`src/rtl/sd_clk_ctrl.sv`:
```
// rtl/sd_clk_ctrl.sv - SD card clock sequencer: selects the period count and drives a glitch-free sd_clk
//
// Ports:
//   clk, reset                      system clock, synchronous active-high reset
//   id_req, speed_req, tran_speed   host requests (ID rate, or rate from CSD TRAN_SPEED)
//   clk_stop                        hold sd_clk low at a period end (only with SD_CLK_GATE_EN)
//   gen_start, gen_tran_speed       handshake out to the divider count generator
//   gen_ok, gen_err, gen_count      generator result (gen_count[16] = valid)
//   sd_clk, sd_clk_rise/fall        card clock and its registered edge strobes
//   cur_count                       period count currently in use, 0 = stopped
//   busy, done, err                 request status
//
// Optional feature: define SD_CLK_GATE_EN to honour clk_stop.

module sd_clk_ctrl #(
    parameter int ID_COUNT     = 125,
    parameter int MIN_COUNT    = 2,
    parameter int WAIT_TIMEOUT = 255
) (
    input  logic        clk,
    input  logic        reset,
    input  logic        id_req,
    input  logic        speed_req,
    input  logic [7:0]  tran_speed,
    input  logic        clk_stop,
    output logic        gen_start,
    output logic [7:0]  gen_tran_speed,
    input  logic        gen_ok,
    input  logic        gen_err,
    input  logic [16:0] gen_count,
    output logic        sd_clk,
    output logic        sd_clk_rise,
    output logic        sd_clk_fall,
    output logic [15:0] cur_count,
    output logic        busy,
    output logic        done,
    output logic        err
);

    localparam logic [15:0] ID_CNT   = 16'(ID_COUNT);
    localparam logic [15:0] MIN_CNT  = 16'(MIN_COUNT);
    localparam logic [15:0] TO_LAST  = 16'(WAIT_TIMEOUT - 1);

    typedef enum logic [2:0] {
        IDLE,
        LOAD,
        START,
        WAIT,
        SWITCH
    } state_t;

    state_t      state, state_nxt;
    logic [15:0] pending, pending_nxt;
    logic [15:0] wait_cnt;
    logic [15:0] phase_cnt;
    logic [15:0] hi_len, lo_len, new_hi;
    logic        done_nxt, err_nxt, latch_speed, commit;
    logic        gate, low_end;

`ifdef SD_CLK_GATE_EN
    assign gate = clk_stop;
`else
    logic unused_clk_stop;
    assign gate            = 1'b0;
    assign unused_clk_stop = clk_stop;
`endif

    // Odd counts put the extra cycle in the low phase.
    assign hi_len = cur_count >> 1;
    assign lo_len = cur_count - hi_len;
    assign new_hi = pending >> 1;

    // Last cycle of the low phase: the next edge would raise sd_clk, so this
    // is the only point a new count can take over without a short pulse.
    assign low_end = (cur_count != 16'd0) && !sd_clk && (phase_cnt == 16'd0);

    assign gen_start = (state == START);
    assign busy      = (state != IDLE);

    always_comb begin
        state_nxt   = state;
        pending_nxt = pending;
        done_nxt    = 1'b0;
        err_nxt     = 1'b0;
        latch_speed = 1'b0;
        commit      = 1'b0;
        case (state)
            IDLE: begin
                if (id_req) begin
                    pending_nxt = ID_CNT;
                    state_nxt   = SWITCH;
                end else if (speed_req) begin
                    // A zero time-value field has no defined rate.
                    if (tran_speed[6:3] == 4'd0) begin
                        err_nxt = 1'b1;
                    end else begin
                        latch_speed = 1'b1;
                        state_nxt   = LOAD;
                    end
                end
            end
            LOAD:  state_nxt = START;
            START: state_nxt = WAIT;
            WAIT: begin
                if (gen_ok && gen_count[16] && (gen_count[15:0] >= MIN_CNT)) begin
                    pending_nxt = gen_count[15:0];
                    state_nxt   = SWITCH;
                end else if (gen_ok || gen_err || (wait_cnt == TO_LAST)) begin
                    err_nxt   = 1'b1;
                    state_nxt = IDLE;
                end
            end
            SWITCH: begin
                if (!gate && ((cur_count == 16'd0) || low_end)) begin
                    commit    = 1'b1;
                    done_nxt  = 1'b1;
                    state_nxt = IDLE;
                end
            end
            default: state_nxt = IDLE;
        endcase
    end

    always_ff @(posedge clk) begin
        if (reset) begin
            state          <= IDLE;
            pending        <= 16'd0;
            gen_tran_speed <= 8'd0;
            wait_cnt       <= 16'd0;
            done           <= 1'b0;
            err            <= 1'b0;
        end else begin
            state   <= state_nxt;
            pending <= pending_nxt;
            done    <= done_nxt;
            err     <= err_nxt;
            if (latch_speed) begin
                gen_tran_speed <= tran_speed;
            end
            if (state == START) begin
                wait_cnt <= 16'd0;
            end else if (state == WAIT) begin
                wait_cnt <= wait_cnt + 16'd1;
            end
        end
    end

    // phase_cnt holds the cycles left in the current phase after this one.
    always_ff @(posedge clk) begin
        if (reset) begin
            cur_count   <= 16'd0;
            phase_cnt   <= 16'd0;
            sd_clk      <= 1'b0;
            sd_clk_rise <= 1'b0;
            sd_clk_fall <= 1'b0;
        end else begin
            sd_clk_rise <= 1'b0;
            sd_clk_fall <= 1'b0;
            if (commit) begin
                cur_count   <= pending;
                phase_cnt   <= new_hi - 16'd1;
                sd_clk      <= 1'b1;
                sd_clk_rise <= 1'b1;
            end else if (cur_count != 16'd0) begin
                if (phase_cnt != 16'd0) begin
                    phase_cnt <= phase_cnt - 16'd1;
                end else if (sd_clk) begin
                    sd_clk      <= 1'b0;
                    sd_clk_fall <= 1'b1;
                    phase_cnt   <= lo_len - 16'd1;
                end else if (!gate) begin
                    sd_clk      <= 1'b1;
                    sd_clk_rise <= 1'b1;
                    phase_cnt   <= hi_len - 16'd1;
                end
            end
        end
    end

endmodule
```
`config.mk`:
```
export PLATFORM = sky130hd
export DESIGN_NAME = sd_clk_ctrl
export DESIGN_NICKNAME = d
export VERILOG_FILES = /design/src/rtl/sd_clk_ctrl.sv
export SDC_FILE = /design/constraint.sdc
export NUM_CORES = 1
export LEC_CHECK = 0
export CAP_MARGIN = 20
export CORE_UTILIZATION = 50
export CTS_BUF_LIST = sky130_fd_sc_hd__clkbuf_8
export DETAILED_ROUTE_END_ITERATION = 8
export PLACE_DENSITY_LB_ADDON = 0.1
export SLEW_MARGIN = 20
export SYNTH_ARGS = -nofsm -noshare
export SYNTH_HDL_FRONTEND = slang
export SYNTH_SLANG_ARGS = --single-unit
```
`constraint.sdc`:
```
create_clock -name clk -period 2.27 [get_ports clk]
set_input_delay 0.454 -clock clk [delete_from_list [all_inputs] [get_ports clk]]
set_output_delay 0.454 -clock clk [all_outputs]
set_load 0.05 [all_outputs]
```
-- Word-level counts from Yosys, hierarchy flattened
Index checks and enable logic that the tools add are counted.
- register bits after elaboration: 80
- output and inout port bits: 31
- bits in writable memories: 0
- word-level logic and storage cells: 87
- ROM bits: 0
- input port bits: 32
- memories kept: 0
- latch bits: 0
- shift operators: 0
- bitwise operators: 1
- eq/ne operators: 12
- mux-type cells: 34
- divide/modulo/power cells: 0
- reductions and logical operators: 22
- add/sub/neg operators: 6
- $lt $le $gt $ge: 1
- $mul: 0
- operators with widths (operator ; count):
    two-way mux 16 bit ; 6
    logical NOT 16 bit ; 2
    case mux 16 bit (2 select lines) ; 1
    nonzero test 16 bit ; 2
    subtractor 15 x 1 -> 16 bit, second input constant ; 2
    subtractor 16 x 1 -> 16 bit, second input constant ; 2
    two-way mux 1 bit ; 19
    two-way mux 3 bit ; 6
    adder 16 x 1 -> 16 bit, second input constant ; 1
    equality test 16 x 8 -> 1 bit, second input constant ; 1
    >= comparator 16 x 2 -> 1 bit, second input constant ; 1
    subtractor 16 x 15 -> 16 bit ; 1
    case mux 3 bit (5 select lines) ; 1
    != test 3 bit, second input constant ; 3
    != test 2 bit, second input constant ; 4
    equality test 3 x 2 -> 1 bit, second input constant ; 2
    logical AND 1 bit ; 4
    logical NOT 4 bit ; 1
    AND reduction 4 bit ; 1
    nonzero test 2 bit ; 2
    OR reduction 4 bit ; 1
    equality test 3 x 1 -> 1 bit, second input constant ; 1
    equality test 3 bit, second input constant ; 1
    logical NOT 3 bit ; 1
    other kinds (8) ; 10

-- Depth between registers and ports, before layout
Gate-level depths: netlist of run 1.
- depth in word-level cells: 8
- gate-level depth with buffers: 10
- mapped depth without buffers: 10

-- Worst setup path before layout of run 1
No wires, ideal clock.
- path type: reg2reg
- start: register cur_count[1]
- end: register phase_cnt[12]
- stages on the path, launching flop included: 9
- buffers on the path: 0
- setup time: 114 ps
- required time: 2156 ps
- arrival: 2706 ps
- path slack: -550 ps
- period minus slack after synthesis: 2820 ps
- path through: dfxtp_1 -> inv_1 -> fa_1 -> o21bai_1 -> nand2_1 -> a2111oi_0 -> a21oi_1 -> o311a_1 -> a21o_1
- word-level cells in the longest chain between the ends: 7
- elaborated cells on any way between the ends: 15
- those cells by class: 3 x add/sub; 6 x mux; 6 x reduce/logical
- ends and longest elaborated chain (item ; RTL line ; RTL):
    from (decl) ; 34 ; output logic [15:0] cur_count,
    from (signal assigned) ; 160 ; cur_count <= pending;
    branches (longest 7 deep; another with subtractor 16 x 15 -> 16 bit) ; - ;
    to (signal assigned) ; 161 ; phase_cnt <= new_hi - 16'd1;
    to (signal assigned) ; 166 ; phase_cnt <= phase_cnt - 16'd1;
    to (signal assigned) ; 170 ; phase_cnt <= lo_len - 16'd1;
    to (decl) ; 55 ; logic [15:0] phase_cnt;
Several ways; the timed one is not identified. The select of a mux whose other input is x is not followed.
A chain may end at the register's enable or synchronous reset.

-- Final worst setup path of run 1
Ends and elaborated chain as after synthesis.

==> flow_metrics.tcl, run 1 <==
set metrics [dict create \
    postCtsHoldBufs 0 \
    clk_latency_ns 0.37 \
    synth_edf_count 0 \
    fin_ws_ns -0.0853 \
    pwr-share-comb_pct 60.9 \
    grt_overflow_total 0 \
    antenna_found_initial 0 \
    path_clk_slew_ns 0.10 \
    p_leak_uw 0.00298 \
    antenna_left 0 \
    clock_skew_ns 0.0154 \
    wl_um 18900 \
    finalSetupTns_ns -0.164 \
    grt_setup_unrepaired "true" \
    die_area_um2 11600 \
    multiInputGateArea_um2 4030 \
    worstSetupPathType "reg -> reg" \
    setup_violations 3 \
    worstMarginPinSlew_ns 0.508 \
    cts.path.max_buffers 2 \
    start_util_pct 51.4 \
    synth_area_per_cell_um2 7.82 \
    arrival_ns 2.63 \
    vias_per_cell 5.93 \
    yosysUniqueCellTypes 78 \
    num-nets-final 951 \
    design_area_um2 7840 \
    numPortBuffers 61 \
    finalHoldViolCount 0 \
    yosysSeqAreaShare_pct 28.8 \
    period_share_pct 104 \
    swShare_pct 44.7 \
    grt_pass1_vias 5980 \
    async_flop_share_pct 0 \
    syn_nets 783 \
    clkSinkCount 80 \
    min_period_ns 2.36 \
    dr.pass1.iters 5 \
    drtIter0Drc 423 \
    ff_latch_area_um2 1660 \
    synth_flop_cell "dfxtp_1" \
    syn_to_final_growth_pct 40.8 \
    place_area_um2 7330 \
    cp-start-kind "flop" \
    max_freq_mhz 425 \
    seqPwrFrac_pct 24.6 \
    synth-seq-cells 80 \
    end_kind "flop" \
    slew_headroom_pct 66.0 \
    hpwl_um 14600 \
    p_sw_uw 3190 \
    grt_first_pass_wirelength_um 29800 \
    clockPowerShare_pct 14.5 \
    crit_fanout 3 \
    violations "setup timing" \
    vdd_drop_max_mv 0.638 \
    cts_buffers 9 \
    status "finished, violations left" \
    synthCells 712 \
    vias 6079 \
    cts_root_buf "clkbuf_8" \
    cts_tree "done" \
    gp_congestion 0.990 \
    htreeDepth 3 \
    drv_slew 0 \
    grt_max_degree 38 \
    core_um2 10800 \
    rows 38 \
    final_cell_mix "buf_4, nand2_1, nor2_1" \
    drc 0 \
    num-fill-cells 890 \
    required_ns 2.55 \
    p_int_uw 3960 \
    netlist_area_um2 5570 \
    ys_warn_count 0 \
    cap_violations 0 \
    hold_class "reg -> reg" \
    grt.total_usage_pct 33.4 \
    routedWlPerCell_um 18.4 \
    dieHeight_um 108 \
    pwr_density_cell_nw_per_um2 912 \
    drive_above_1_share_pct 27.9 \
    dieWidth_um 108 \
    layout_commonest_cell "buf_4" \
    antenna_cells 0 \
    ios 63 \
]
[area by class of cell]
class / count / area share, %
clock inverters: 6 / 0.622
repair buffers: 188 / 20.5
well taps: 140 / 2.23
inverters: 43 / 2.34
flip-flops and latches: 80 / 21.2
multi-input cells: 558 / 51.4
clock buffers: 10 / 1.75
[path summary, 6_finish.rpt]
| path | slack [ns] | from | cells past startpoint | to |
|---|---|---|---|---|
| min | 0.46 | gen_tran_speed[7] | 2 | gen_tran_speed[7] |
| min reg2reg | 0.46 | gen_tran_speed[7] | 2 | gen_tran_speed[7] |
| max | -0.09 | cur_count[1] | 10 | phase_cnt[12] |
| max reg2reg | -0.09 | cur_count[1] | 10 | phase_cnt[12] |
[state kept, by name, summed over array words and instances, names as in the netlist, 3 cells and up]
register,count
cur_count,16
pending,16
phase_cnt,16
wait_cnt,16
gen_tran_speed,8
state,3
[per-stage QoR]
step                hold WS, ns  cells  setup slack (ns)  power (uW)  utilization (%)
floorplan                 0.426    712           -0.0163        4340                -
CTS                       0.466   1015           -0.0651        6900             70.1
global route              0.490   1025            -0.137        7540             72.4
finish                    0.460   1025           -0.0853        7150             72.4
global placement          0.438    999            -0.172        5770             67.6
detailed placement        0.444    999            -0.241        5810             67.6
[synthesized netlist by cell type, drive strengths merged, types with 9 or more instances]
cell / number / share of area, %
o21ai: 28 / 2.5
nor2b: 9 / 1.0
a211oi: 17 / 2.3
xnor2: 32 / 5.0
a21oi: 54 / 4.9
nand4: 14 / 1.6
clkbuf: 23 / 1.6
nor3: 25 / 2.6
ha: 38 / 8.5
dfxtp: 80 / 29
a22oi: 16 / 2.2
inv: 43 / 2.9
nor4: 14 / 2.1
nor2: 68 / 4.6
nand2: 77 / 5.2
nand3: 27 / 2.4
xor2: 18 / 2.8
[worst max-delay path, stage by stage, from the launching register on]
cell and delay (ns):
dfxtp_4 0.36, clkinv_4 0.05, ha_4 0.13, inv_2 0.04
fa_2 0.42, o21bai_4 0.21, nand2_2 0.10, a2111oi_4 0.39
a21oi_1 0.08, o311a_1 0.34, a21o_1 0.16
[power groups by stage]
stage | Combinational (uW) | Sequential [uW] | Clock [uW]
floorplan | 2450 | 1880 | 0
global placement | 3990 | 1770 | 0
detailed placement | 4030 | 1780 | 0
CTS | 4100 | 1750 | 1050
global route | 4670 | 1780 | 1090
finish | 4360 | 1760 | 1030
[layer usage]
metal  vias to the layer above  wire length (um)  global-route usage (%)
li1                       2918                 -                       -
met1                      2867              8070                    41.4
met2                       239              8860                    55.2
met3                        55              1100                    5.39
met4                         0               844                    17.6
met5                         -                 0                       0
[cell families after synthesis]
logic type	after synthesis	synth area share, %
muxes	4	0.741
xor gates and xnor gates	50	7.86
AOI/OAI and AO/OA	183	22.4
buffers and inverters	74	5.39
and+or+nand+nor	282	26.0
DFF	80	28.8
adders and majority gates	39	8.90
[timing repair]
| item | in CTS | in global routing |
|---|---|---|
| endpoints found under the setup margin | 9 | 17 |
| buffers inserted | 1 | 10 |
| hold endpoints to repair | 0 | 0 |
| gates resized for setup | 20 | 40 |
| gates cloned | 0 | 0 |
| pin swaps | 7 | 29 |
Power figures use the tool's default switching activity.
==> inputs of run 2 (changes only) <==
- CORE_UTILIZATION: 50 -> 53
==> run 2 against run 1 <==
Net effect:
- the flow still finishes with violations (setup timing)
- flip-flop and latch count stayed put
- register-to-register slack got worse by 0.05 ns
- core utilization increased by 4.5 points
- critical path type unchanged
- clock skew decreased by 0.0025 ns
- largest power group unchanged
- largest cell class unchanged
- combinational power rose by 2%
- non-clock buffer count decreased by 3
- total power is 2.5% higher
==> flow_metrics.tcl, run 2 (synthesized netlist as in run 1, its figures left out) <==
set metrics [dict create \
    status "finished, violations left" \
    violations "setup timing" \
    period_share_pct 106 \
    finalHoldViolCount 0 \
    htreeDepth 3 \
    grt_max_degree 26 \
    die_area_um2 10900 \
    critical-path-max-stage-delay_ns 0.37 \
    hold_ws_ns 0.409 \
    clkSinkCount 80 \
    dp_slack_ns -0.194 \
    slew_headroom_pct 64.5 \
    crit_fanout 4 \
    vias_per_cell 6.13 \
    fin_ws_ns -0.136 \
    clk_latency_ns 0.37 \
    path_clk_slew_ns 0.09 \
    place_area_um2 7330 \
    antenna_found_initial 0 \
    grt_first_pass_wirelength_um 29200 \
    ios 63 \
    drtIter0Drc 574 \
    numPortBuffers 61 \
    worstSetupPathType "reg -> reg" \
    hpwl_um 14200 \
    drive_above_1_share_pct 27.8 \
    syn_to_final_growth_pct 41.8 \
    finalSetupTns_ns -0.496 \
    grt.total_usage_pct 33.9 \
    drc 0 \
    dieHeight_um 105 \
    vias 6242 \
    arrival_ns 2.67 \
    cap_violations 0 \
    drv_slew 0 \
    cts_buffers 9 \
    cts.path.max_buffers 2 \
    hold_class "in -> reg" \
    rows 37 \
    cp-start-kind "flop" \
    grt_overflow_total 0 \
    min_period_ns 2.41 \
    final_cell_mix "buf_4, nand2_1, nor2_1" \
    required_ns 2.54 \
    cts_root_buf "clkbuf_8" \
    routedWlPerCell_um 18.7 \
    worstMarginPinSlew_ns 0.531 \
    grt_pass1_vias 5812 \
    grt_setup_unrepaired "true" \
    path_cells "inv_4 -> ha_1 -> inv_1 -> fa_2 -> o21bai_4 -> nand2_2 -> a2111oi_4 -> a21oi_1 -> o311a_1 -> a21o_1" \
    antenna_cells 0 \
    slowest_stage "fa_2" \
    setup_violations 8 \
    max_freq_mhz 416 \
    wl_um 19000 \
    cts_tree "done" \
    layout_commonest_cell "buf_4" \
    antenna_left 0 \
    num-nets-final 948 \
    dr.pass1.iters 7 \
    pwr_density_cell_nw_per_um2 928 \
    dieWidth_um 105 \
    p_leak_uw 0.00301 \
    start_util_pct 54.2 \
    end_kind "flop" \
    vdd_drop_max_mv 0.624 \
    clock_skew_ns 0.0129 \
    core_um2 10300 \
    design_area_um2 7900 \
    gp_congestion 1.03 \
]
[run 2: critical path, delay by kind of cell (launching register included)]
kind	cells	cell delay, ns
adders and majority gates	2	0.53
and+or+nand+nor	1	0.12
DFF	1	0.36
buffers and inverters	2	0.13
AOI/OAI and AO/OA	5	1.15
[run 2: what timing repair did]
| item | 4_1_cts | 5_1_grt |
|---|---|---|
| endpoints found under the setup margin | 9 | 19 |
| hold buffers | 0 | 0 |
| gates resized for setup | 28 | 38 |
| buffers inserted | 5 | 8 |
| gates cloned | 0 | 0 |
| pin swaps | 13 | 19 |
[run 2: where the power goes]
part           switching, uW  internal (uW)  leakage [uW]  total (uW)
combinational           2490           1980       0.00224        4460
clock                    587            520      0.000104        1110
sequential               199           1560      0.000663        1760
[run 2: layout make-up]
type                            count  area (um2)
Tap cell                          136         170
Multi-Input combinational cell    558        4090
Clock buffer                        9         124
Inverter                           43         190
Clock inverter                      7        76.3
Sequential cell                    80        1660
Fill cell                         773        2380
Timing Repair Buffer              185        1590
[run 2: path summary, 6_finish.rpt]
kind	from	endpoint	slack (ns)	cells after the start
min reg2reg	gen_tran_speed[5]	gen_tran_speed[5]	0.46	2
max reg2reg	cur_count[1]	phase_cnt[12]	-0.14	10
max	cur_count[1]	phase_cnt[12]	-0.14	10
min	reset	phase_cnt[6]	0.41	2
[run 2: routing by layer]
metal  track usage (%)  up-vias  part of all wire, %
li1                  -     2927                    -
met1              42.3     2895                   41
met2              56.9      351                   48
met3              6.20       69                  7.5
met4              14.9        0                  3.8
met5                 0        -                    0
[run 2: per-stage QoR]
step	instances	util, %	total power (uW)
after floorplan	712	-	4340
after global placement	992	71.3	5800
after detailed placement	992	71.3	5860
after CTS	1012	74.8	7060
after global routing	1018	76.8	7690
final	1018	76.8	7330
